`src/rtl/systolic_layer_sched.sv`:
```
// ---------------------------------------------------------------------------
// systolic_layer_sched
//
// Layer-level sequencer for the systolic convolution datapath. The output
// channel dimension is split into column tiles of ARRAY_COLS. For each tile
// the block asks the weight cache for a load, waits for the tile to be
// resident, kicks the Img2Col stream and counts accepted output beats. After
// the final beat of the final tile it flags out_last and pulses done.
//
// Optional build macro:
//   SCHED_PERF_CNT_EN - adds perf_busy_cycles / perf_stall_cycles counters.
//
// Ports:
//   clk, reset          system clock, asynchronous active-low reset
//   start, abort        launch pulse (idle only), synchronous layer abort
//   cfg_matrix_row/col  weight matrix rows (K*K*Cin) and output channels
//   cfg_out_rows        output beats per tile (OH*OW)
//   wgt_start           one-cycle weight tile load request
//   wgt_col_base        first output channel of the current tile
//   wgt_tile_cols       valid columns in the current tile
//   wgt_matrix_row      latched cfg_matrix_row
//   wgt_cached          weight tile resident (level)
//   img_start           one-cycle Img2Col stream start
//   out_valid/out_ready array output handshake (observed only)
//   tile_last/out_last  accepted beat closes the tile / the layer
//   tile_idx            current tile number
//   busy, done          activity level, one-cycle completion pulse
//   cfg_err             sticky bad-configuration flag
//   perf_*              (SCHED_PERF_CNT_EN) busy and stall cycle counters
// ---------------------------------------------------------------------------
module systolic_layer_sched #(
    parameter int ARRAY_COLS = 8,
    parameter int ROW_W      = 16,
    parameter int CNT_W      = 32,
    parameter int TILE_W     = 8
) (
    input  logic              clk,
    input  logic              reset,
    input  logic              start,
    input  logic              abort,
    input  logic [ROW_W-1:0]  cfg_matrix_row,
    input  logic [ROW_W-1:0]  cfg_matrix_col,
    input  logic [CNT_W-1:0]  cfg_out_rows,
    output logic              wgt_start,
    output logic [ROW_W-1:0]  wgt_col_base,
    output logic [ROW_W-1:0]  wgt_tile_cols,
    output logic [ROW_W-1:0]  wgt_matrix_row,
    input  logic              wgt_cached,
    output logic              img_start,
    input  logic              out_valid,
    input  logic              out_ready,
    output logic              tile_last,
    output logic              out_last,
    output logic [TILE_W-1:0] tile_idx,
    output logic              busy,
    output logic              done,
    output logic              cfg_err
`ifdef SCHED_PERF_CNT_EN
    ,
    output logic [31:0]       perf_busy_cycles,
    output logic [31:0]       perf_stall_cycles
`endif
);

    // state   | meaning
    // --------+-----------------------------------------------------
    // IDLE    | waiting for start
    // WSTART  | weight tile load request (wgt_start pulse)
    // WWAIT   | waiting for wgt_cached
    // ISTART  | Img2Col start pulse, beat counter cleared
    // STREAM  | counting accepted output beats of the current tile
    // DONE    | completion pulse, back to IDLE
    typedef enum logic [2:0] {
        S_IDLE, S_WSTART, S_WWAIT, S_ISTART, S_STREAM, S_DONE
    } state_t;

    localparam int NT_W = ROW_W + 1;
    localparam int unsigned MAX_TILES = 2 ** TILE_W;

    state_t state_q, state_d;

    logic [ROW_W-1:0]  row_q, row_d;
    logic [ROW_W-1:0]  col_q, col_d;
    logic [CNT_W-1:0]  rows_q, rows_d;
    logic [NT_W-1:0]   num_tiles_q, num_tiles_d;
    logic [TILE_W-1:0] tile_idx_q, tile_idx_d;
    logic [ROW_W-1:0]  col_base_q, col_base_d;
    logic [CNT_W-1:0]  beat_cnt_q, beat_cnt_d;
    logic              cfg_err_q, cfg_err_d;

    logic              start_acc;
    logic              abort_act;
    logic [NT_W-1:0]   num_tiles_in;
    logic              cfg_bad;
    logic              beat;
    logic              tile_end;
    logic              layer_end;
    logic [ROW_W-1:0]  col_rem;

    assign start_acc    = (state_q == S_IDLE) && start && !abort;
    assign abort_act    = abort && (state_q != S_IDLE);
    assign num_tiles_in = (NT_W'(cfg_matrix_col) + NT_W'(ARRAY_COLS - 1)) / NT_W'(ARRAY_COLS);
    assign cfg_bad      = (cfg_matrix_row == '0) || (cfg_matrix_col == '0) ||
                          (cfg_out_rows == '0) || (32'(num_tiles_in) > MAX_TILES);
    assign beat         = out_valid && out_ready;

    // Abort suppresses the tile/layer end flags of a same-cycle final beat.
    assign tile_end  = (state_q == S_STREAM) && beat && !abort &&
                       (beat_cnt_q == rows_q - CNT_W'(1));
    assign layer_end = tile_end && (NT_W'(tile_idx_q) == num_tiles_q - NT_W'(1));

    // ---------------- state register ----------------
    always_ff @(posedge clk or negedge reset) begin
        if (!reset) begin
            state_q     <= S_IDLE;
            row_q       <= '0;
            col_q       <= '0;
            rows_q      <= '0;
            num_tiles_q <= '0;
            tile_idx_q  <= '0;
            col_base_q  <= '0;
            beat_cnt_q  <= '0;
            cfg_err_q   <= 1'b0;
        end else begin
            state_q     <= state_d;
            row_q       <= row_d;
            col_q       <= col_d;
            rows_q      <= rows_d;
            num_tiles_q <= num_tiles_d;
            tile_idx_q  <= tile_idx_d;
            col_base_q  <= col_base_d;
            beat_cnt_q  <= beat_cnt_d;
            cfg_err_q   <= cfg_err_d;
        end
    end

    // ---------------- next state ----------------
    always_comb begin
        state_d = state_q;
        case (state_q)
            S_IDLE:   if (start_acc) state_d = cfg_bad ? S_DONE : S_WSTART;
            S_WSTART: state_d = S_WWAIT;
            S_WWAIT:  if (wgt_cached) state_d = S_ISTART;
            S_ISTART: state_d = S_STREAM;
            S_STREAM: if (tile_end) state_d = layer_end ? S_DONE : S_WSTART;
            S_DONE:   state_d = S_IDLE;
            default:  state_d = S_IDLE;
        endcase
        if (abort_act) state_d = S_IDLE;
    end

    // ---------------- datapath next values ----------------
    always_comb begin
        row_d       = row_q;
        col_d       = col_q;
        rows_d      = rows_q;
        num_tiles_d = num_tiles_q;
        tile_idx_d  = tile_idx_q;
        col_base_d  = col_base_q;
        beat_cnt_d  = beat_cnt_q;
        cfg_err_d   = cfg_err_q;

        if (start_acc) begin
            row_d       = cfg_matrix_row;
            col_d       = cfg_matrix_col;
            rows_d      = cfg_out_rows;
            num_tiles_d = num_tiles_in;
            tile_idx_d  = '0;
            col_base_d  = '0;
            beat_cnt_d  = '0;
            cfg_err_d   = cfg_bad;
        end else if (abort_act) begin
            tile_idx_d = '0;
            col_base_d = '0;
            beat_cnt_d = '0;
        end else if (state_q == S_ISTART) begin
            beat_cnt_d = '0;
        end else if (state_q == S_STREAM && beat) begin
            if (beat_cnt_q != '1) beat_cnt_d = beat_cnt_q + CNT_W'(1);
            if (tile_end && !layer_end) begin
                tile_idx_d = tile_idx_q + TILE_W'(1);
                col_base_d = col_base_q + ROW_W'(ARRAY_COLS);
            end
        end
    end

    // ---------------- outputs ----------------
    always_comb begin
        wgt_start = 1'b0;
        img_start = 1'b0;
        done      = 1'b0;
        busy      = 1'b0;
        tile_last = tile_end;
        out_last  = layer_end;
        case (state_q)
            S_WSTART: begin wgt_start = !abort; busy = 1'b1; end
            S_WWAIT:  busy = 1'b1;
            S_ISTART: begin img_start = !abort; busy = 1'b1; end
            S_STREAM: busy = 1'b1;
            S_DONE:   done = !abort;
            default:  ;
        endcase
    end

    assign col_rem        = col_q - col_base_q;
    assign wgt_tile_cols  = (col_rem > ROW_W'(ARRAY_COLS)) ? ROW_W'(ARRAY_COLS) : col_rem;
    assign wgt_col_base   = col_base_q;
    assign wgt_matrix_row = row_q;
    assign tile_idx       = tile_idx_q;
    assign cfg_err        = cfg_err_q;

`ifdef SCHED_PERF_CNT_EN
    logic [31:0] perf_busy_q, perf_busy_d;
    logic [31:0] perf_stall_q, perf_stall_d;
    logic        stall;

    assign stall = (state_q == S_WWAIT) ||
                   ((state_q == S_STREAM) && out_valid && !out_ready);

    always_comb begin
        perf_busy_d  = perf_busy_q;
        perf_stall_d = perf_stall_q;
        if (start_acc) begin
            perf_busy_d  = '0;
            perf_stall_d = '0;
        end else begin
            if (busy && perf_busy_q != '1)   perf_busy_d  = perf_busy_q + 32'd1;
            if (stall && perf_stall_q != '1) perf_stall_d = perf_stall_q + 32'd1;
        end
    end

    always_ff @(posedge clk or negedge reset) begin
        if (!reset) begin
            perf_busy_q  <= '0;
            perf_stall_q <= '0;
        end else begin
            perf_busy_q  <= perf_busy_d;
            perf_stall_q <= perf_stall_d;
        end
    end

    assign perf_busy_cycles  = perf_busy_q;
    assign perf_stall_cycles = perf_stall_q;
`endif

endmodule

```
`config.mk`:
```
export PLATFORM = sky130hd
export DESIGN_NAME = systolic_layer_sched
export DESIGN_NICKNAME = d
export VERILOG_FILES = /design/src/rtl/systolic_layer_sched.sv
export SDC_FILE = /design/constraint.sdc
export NUM_CORES = 1
export LEC_CHECK = 0
export CORE_UTILIZATION = 39
export CTS_CLUSTER_SIZE = 25
export DETAILED_ROUTE_END_ITERATION = 8
export SYNTH_ARGS = -nofsm -noshare
export SYNTH_HDL_FRONTEND = slang
export SYNTH_SLANG_ARGS = --single-unit
```
`constraint.sdc`:
```
create_clock -name clk -period 5.3 [get_ports clk]
set_clock_uncertainty 0.1 [all_clocks]
set_input_delay 1.06 -clock clk [delete_from_list [all_inputs] [get_ports clk]]
set_output_delay 1.06 -clock clk [all_outputs]
set_load 0.005 [all_outputs]
```
# Yosys cells after proc, flatten, opt, wreduce, memory -nomap -nowiden
# Cells that the tools add are included.
classes:
  addsub: 7
  n_lt_le_gt_ge: 2
  eq_ne: 12
  mux: 27
  n_reduce_logical: 27
ops:
  columns: ["cell", "n"]
  rows:
  - ["32-bit two-way mux", 5]
  - ["16-bit two-way mux", 6]
  - ["8-bit two-way mux", 5]
  - ["32-bit by 1-bit adder with 32-bit output (second input constant)", 1]
  - ["32-bit == test", 1]
  - ["16-bit zero test", 2]
  - ["32-bit zero test", 1]
  - ["32-bit inequality test (second input constant)", 1]
  - ["32-bit by 1-bit subtractor with 32-bit output (second input constant)", 1]
  - ["3-bit two-way mux", 6]
  - ["16-bit by 3-bit adder with 17-bit output (second input constant)", 1]
  - ["8-bit by 17-bit == test with 1-bit output", 1]
  - ["16-bit by 4-bit adder with 16-bit output (second input constant)", 1]
  - ["16-bit by 4-bit greater-than comparator with 1-bit output (second input constant)", 1]
  - ["16-bit subtractor", 1]
  - ["3-bit one-hot mux with 5 select lines", 1]
  - ["14-bit by 1-bit subtractor with 15-bit output (second input constant)", 1]
  - ["14-bit by 9-bit greater-than comparator with 1-bit output (second input constant)", 1]
  - ["3-bit inequality test (second input constant)", 4]
  - ["1-bit logical AND", 9]
  - ["3-bit nonzero test", 3]
  - ["8-bit by 1-bit adder with 8-bit output (second input constant)", 1]
  - ["4-bit nonzero test", 2]
  - ["3-bit by 2-bit == test with 1-bit output (second input constant)", 2]
  - ["other kinds (9)", 17]
totals:
  register_bits: 138
  input_bits: 71
  wordCells: 84

# Logic depth before layout (Yosys ltp)
depth:
  ltp_word: 12
  ltp_mapped: 13
  mapped_depth_nobuf: 11

# Worst setup path after synthesis
# No wires, ideal clock.
synth_path:
  path_kind: "input to output"
  from: "input port abort"
  to: "output port out_last"
  arrival_time_ns: 2.942
  t_required_ns: 4.140
  slack_ns: 1.198
  path_stages: 9
  path_cell_list: "clkbuf_1 > nor4b_1 > o2111ai_1 > a2111oi_0 > o2111ai_1 > nor4_2 > and3_1 > clkbuf_1 > and2_1"
synth_via:
  elab_chain_cells: 4
synth_lines:
  columns: ["item", "line", "source"]
  rows:
  - ["start, declared", "40", "input logic abort,"]
  - ["1-bit zero test", "108", "assign tile_end = (state_q == S_STREAM) && beat && !abort &&"]
  - ["1-bit logical AND (2 in a row)", "108", null]
  - ["via tile_last", "52", "output logic tile_last,"]
  - ["1-bit logical AND", "110", "assign layer_end = tile_end && (NT_W'(tile_idx_q) == num_tiles_q - NT_W'(1));"]
  - ["end, declared", "53", "output logic out_last,"]
# The timed path passes the listed nets, and every way through them passes these cells.

# Final worst setup path
layout_path:
  from: "register rows_q[0]"
  to: "output port out_last"
layout_via:
  elab_chain_cells: 4
layout_lines:
  columns: ["item", "line", "source"]
  rows:
  - ["start, declared", "84", "logic [CNT_W-1:0] rows_q, rows_d;"]
  - ["start signal, assigned", "128", "rows_q <= rows_d;"]
  - ["32-bit by 1-bit subtractor with 32-bit output", "109", "(beat_cnt_q == rows_q - CNT_W'(1));"]
  - ["32-bit == test", "109", null]
  - ["1-bit logical AND", "108", null]
  - ["1-bit logical AND", "110", null]
# No other way between the ends.

==> metrics <==
Leak 4.48 nW; TNS Setup 0 ps; area of the die between 20,000 and 25,000 sq um; crit path launch rows_q[0]; Synth Register Bits 135; initial core utilization 40.0%; Avg Cell Area, Syn approximately 8 sq um; max-slew violation count 0; Final Hold Viols 0; Synth Instances slightly above 1,000; CTS tree built; Worst Tran Pin Value around 950 ps; CP required approximately 4100 ps; most frequent cell after synthesis nand2_1; H-Tree Level Count 4; Worst setup EP type output pin; worst slack at placement around 21 ps; final period utilization ~96%; largest net degree at the start of global routing ~100; slew margin rel. about 37%; number of DRC markers in iteration 0 just over 400; f_max about 200 MHz; TritonCTS Buffers 17; VDD IR-drop max between 0.0002 and 0.00025 V; gpl congestion between 0.8 and 0.9; worst reg2reg startpoint rows_q[0]; drt wl/cell 15.9 um; Detail Route Antenna Nets 0; status finished, final reports clean; via count 7,549; buffer depth of the longest clock path 2; worst skew pair latency 430 ps; synth top area cells dfrtp_1, nand2_1, xnor2_1; dpl hpwl approximately 17 mm; Area Overhead vs Synth 25.2%; hold crit path type reg -> reg; crit start category register; clk sinks around 140; top cell type's share of synthesized area between 40% and 50%; setup ws final around 220 ps; post-route DRC violation count 0; vias in the first global route roughly 7,200; Post-Layout Inst Area between 10,000 and 15,000 sq um; total power per unit cell area 469 nW/um^2; fin crit period 5080 ps; commonest cells in the netlist nand2_1, dfrtp_1, nor2_1; HP Start wgt_matrix_row[2]; Yosys warnings 0; crit path DAT 3920 ps; share of layout cells above drive strength 1 5.79%; Initial DRT Pass Iterations 4; Async S/R FF share, synth 100%; CP Max Fanout 8; drt total wl between 20 and 25 mm; top cell type by total area after synthesis dfrtp_1; RSZ-0062 raised after global routing no; Synth cell types 61; # IOs about 130; DP Area between 9000 and 10,000 sq um; CP Class reg -> out; Net count, final around 1,200; Die Span X ~150 um; CTS clk-pin slew, worst paths around 60 ps; final setup violation count 0; num rows 53; Synth Flop Type dfrtp_1; Post-synth EDFFs 0; port bufs around 120; post-synth design cell area 8440 sq um; global-route wire length before repair about 37 mm; GRT overflow 0; Core Region between 20,000 and 25,000 sq um; maxcap violations 0; root buffer cell clkbuf_16; antenna violations before repair 1; Chip Height 149 um; vias per cell approximately 5.3; post-synthesis sequential area ratio between 40% and 50%; All-Layer GR Usage between 20% and 30%
## timing repair
item | in CTS | in global routing
setup buffers | 0 | 3
hold buffers | 0 | 0
resized for setup | 2 | 8
setup endpoints to repair | 2 | 6
pin swaps | 0 | 1
## where the power goes
| group | switching (mW) | internal [mW] | leakage [nW] | total (mW) |
|---|---|---|---|---|
| Clock | 0.485 | 0.804 | 0.303 | 1.29 |
| Sequential | 0.343 | 1.32 | 1.77 | 1.66 |
| Combinational | 1.12 | 0.884 | 2.41 | 2.01 |
## layer usage
layer | GRT usage, % | vias up | wire length (um)
li1 | - | 3764 | -
met1 | 30.6 | 3582 | 11400
met2 | 32.7 | 181 | 9940
met3 | 4.34 | 22 | 1240
met4 | 6.38 | 0 | 333
met5 | 0 | - | 0
## area by class of cell
cell class	count	area [sq um]
clock inverters	14	196
well taps	275	344
fillers	2049	10500
clock buffers	18	439
inverters	34	128
repair buffers	135	1310
multi-input cells	822	4770
flip-flops and latches	135	3380
diodes	1	2.50
## path summary, 6_finish.rpt
| check | to | slack [ps] | cells after the start |
|---|---|---|---|
| setup / recovery | out_last | 220 | 11 |
| hold reg to reg | wgt_matrix_row[2] | 370 | 2 |
| hold / removal | wgt_matrix_row[2] | 370 | 2 |
| setup reg to reg | wgt_col_base[13] | 1290 | 13 |
| min in group asynchronous | beat_cnt_q[9] | 620 | 1 |
| max in group asynchronous | rows_q[27] | 3440 | 2 |
## through the flow
stage / power, mW / std cells / util [%] / hold slack [ps]
floorplan: 2.98 / 1049 / - / 350
global placement: 3.61 / 1398 / 46.8 / 357
detailed placement: 3.64 / 1398 / 46.8 / 362
CTS: 4.96 / 1430 / 49.8 / 376
global route: 5.33 / 1434 / 50.1 / 406
finish: 4.96 / 1434 / 50.1 / 369
## state kept, by name, summed over array words and instances, names as in the netlist
name and count:
col_q 16, tile_idx 8, cfg_err 1, beat_cnt_q 32, state_q 3, rows_q 32
wgt_col_base 13, num_tiles_q 14, wgt_matrix_row 16
## logic make-up after synthesis
kind of cell	synth area share (%)
AND/OR/NAND/NOR	29.7
AO/OA/AOI/OAI	10.6
flip-flops	40.0
XOR/XNOR	10.7
buffers and inverters	4.79
adder cells (fa/ha/maj)	2.82
multiplexers	1.32
other	0.0890
## cells in the final DEF, fill, tap and decap left out, types with 17 or more instances in the layout
master and instances:
nor3_1 28, xnor2_1 55, clkdlybuf4s50_1 117, buf_4 17, or3_1 25, a21oi_1 32, conb_1 17, ha_1 19
nor2_1 76, nand2_1 244, nor4_1 30, clkbuf_16 17, nand4_1 17, inv_1 34, xor2_1 48, o21ai_0 49
nand3_1 42, dfrtp_1 135
## critical path, stage by stage, from the launching register on
cell	delay, ps
dfrtp_1	390
inv_1	110
ha_1	210
nor3b_4	400
nand4_1	220
o31a_1	340
a2111oi_2	400
o2111ai_1	200
nor4_2	350
and3_4	260
and2_1	130
clkdlybuf4s50_1	490
No activity file was read; power rests on OpenSTA's default activity.
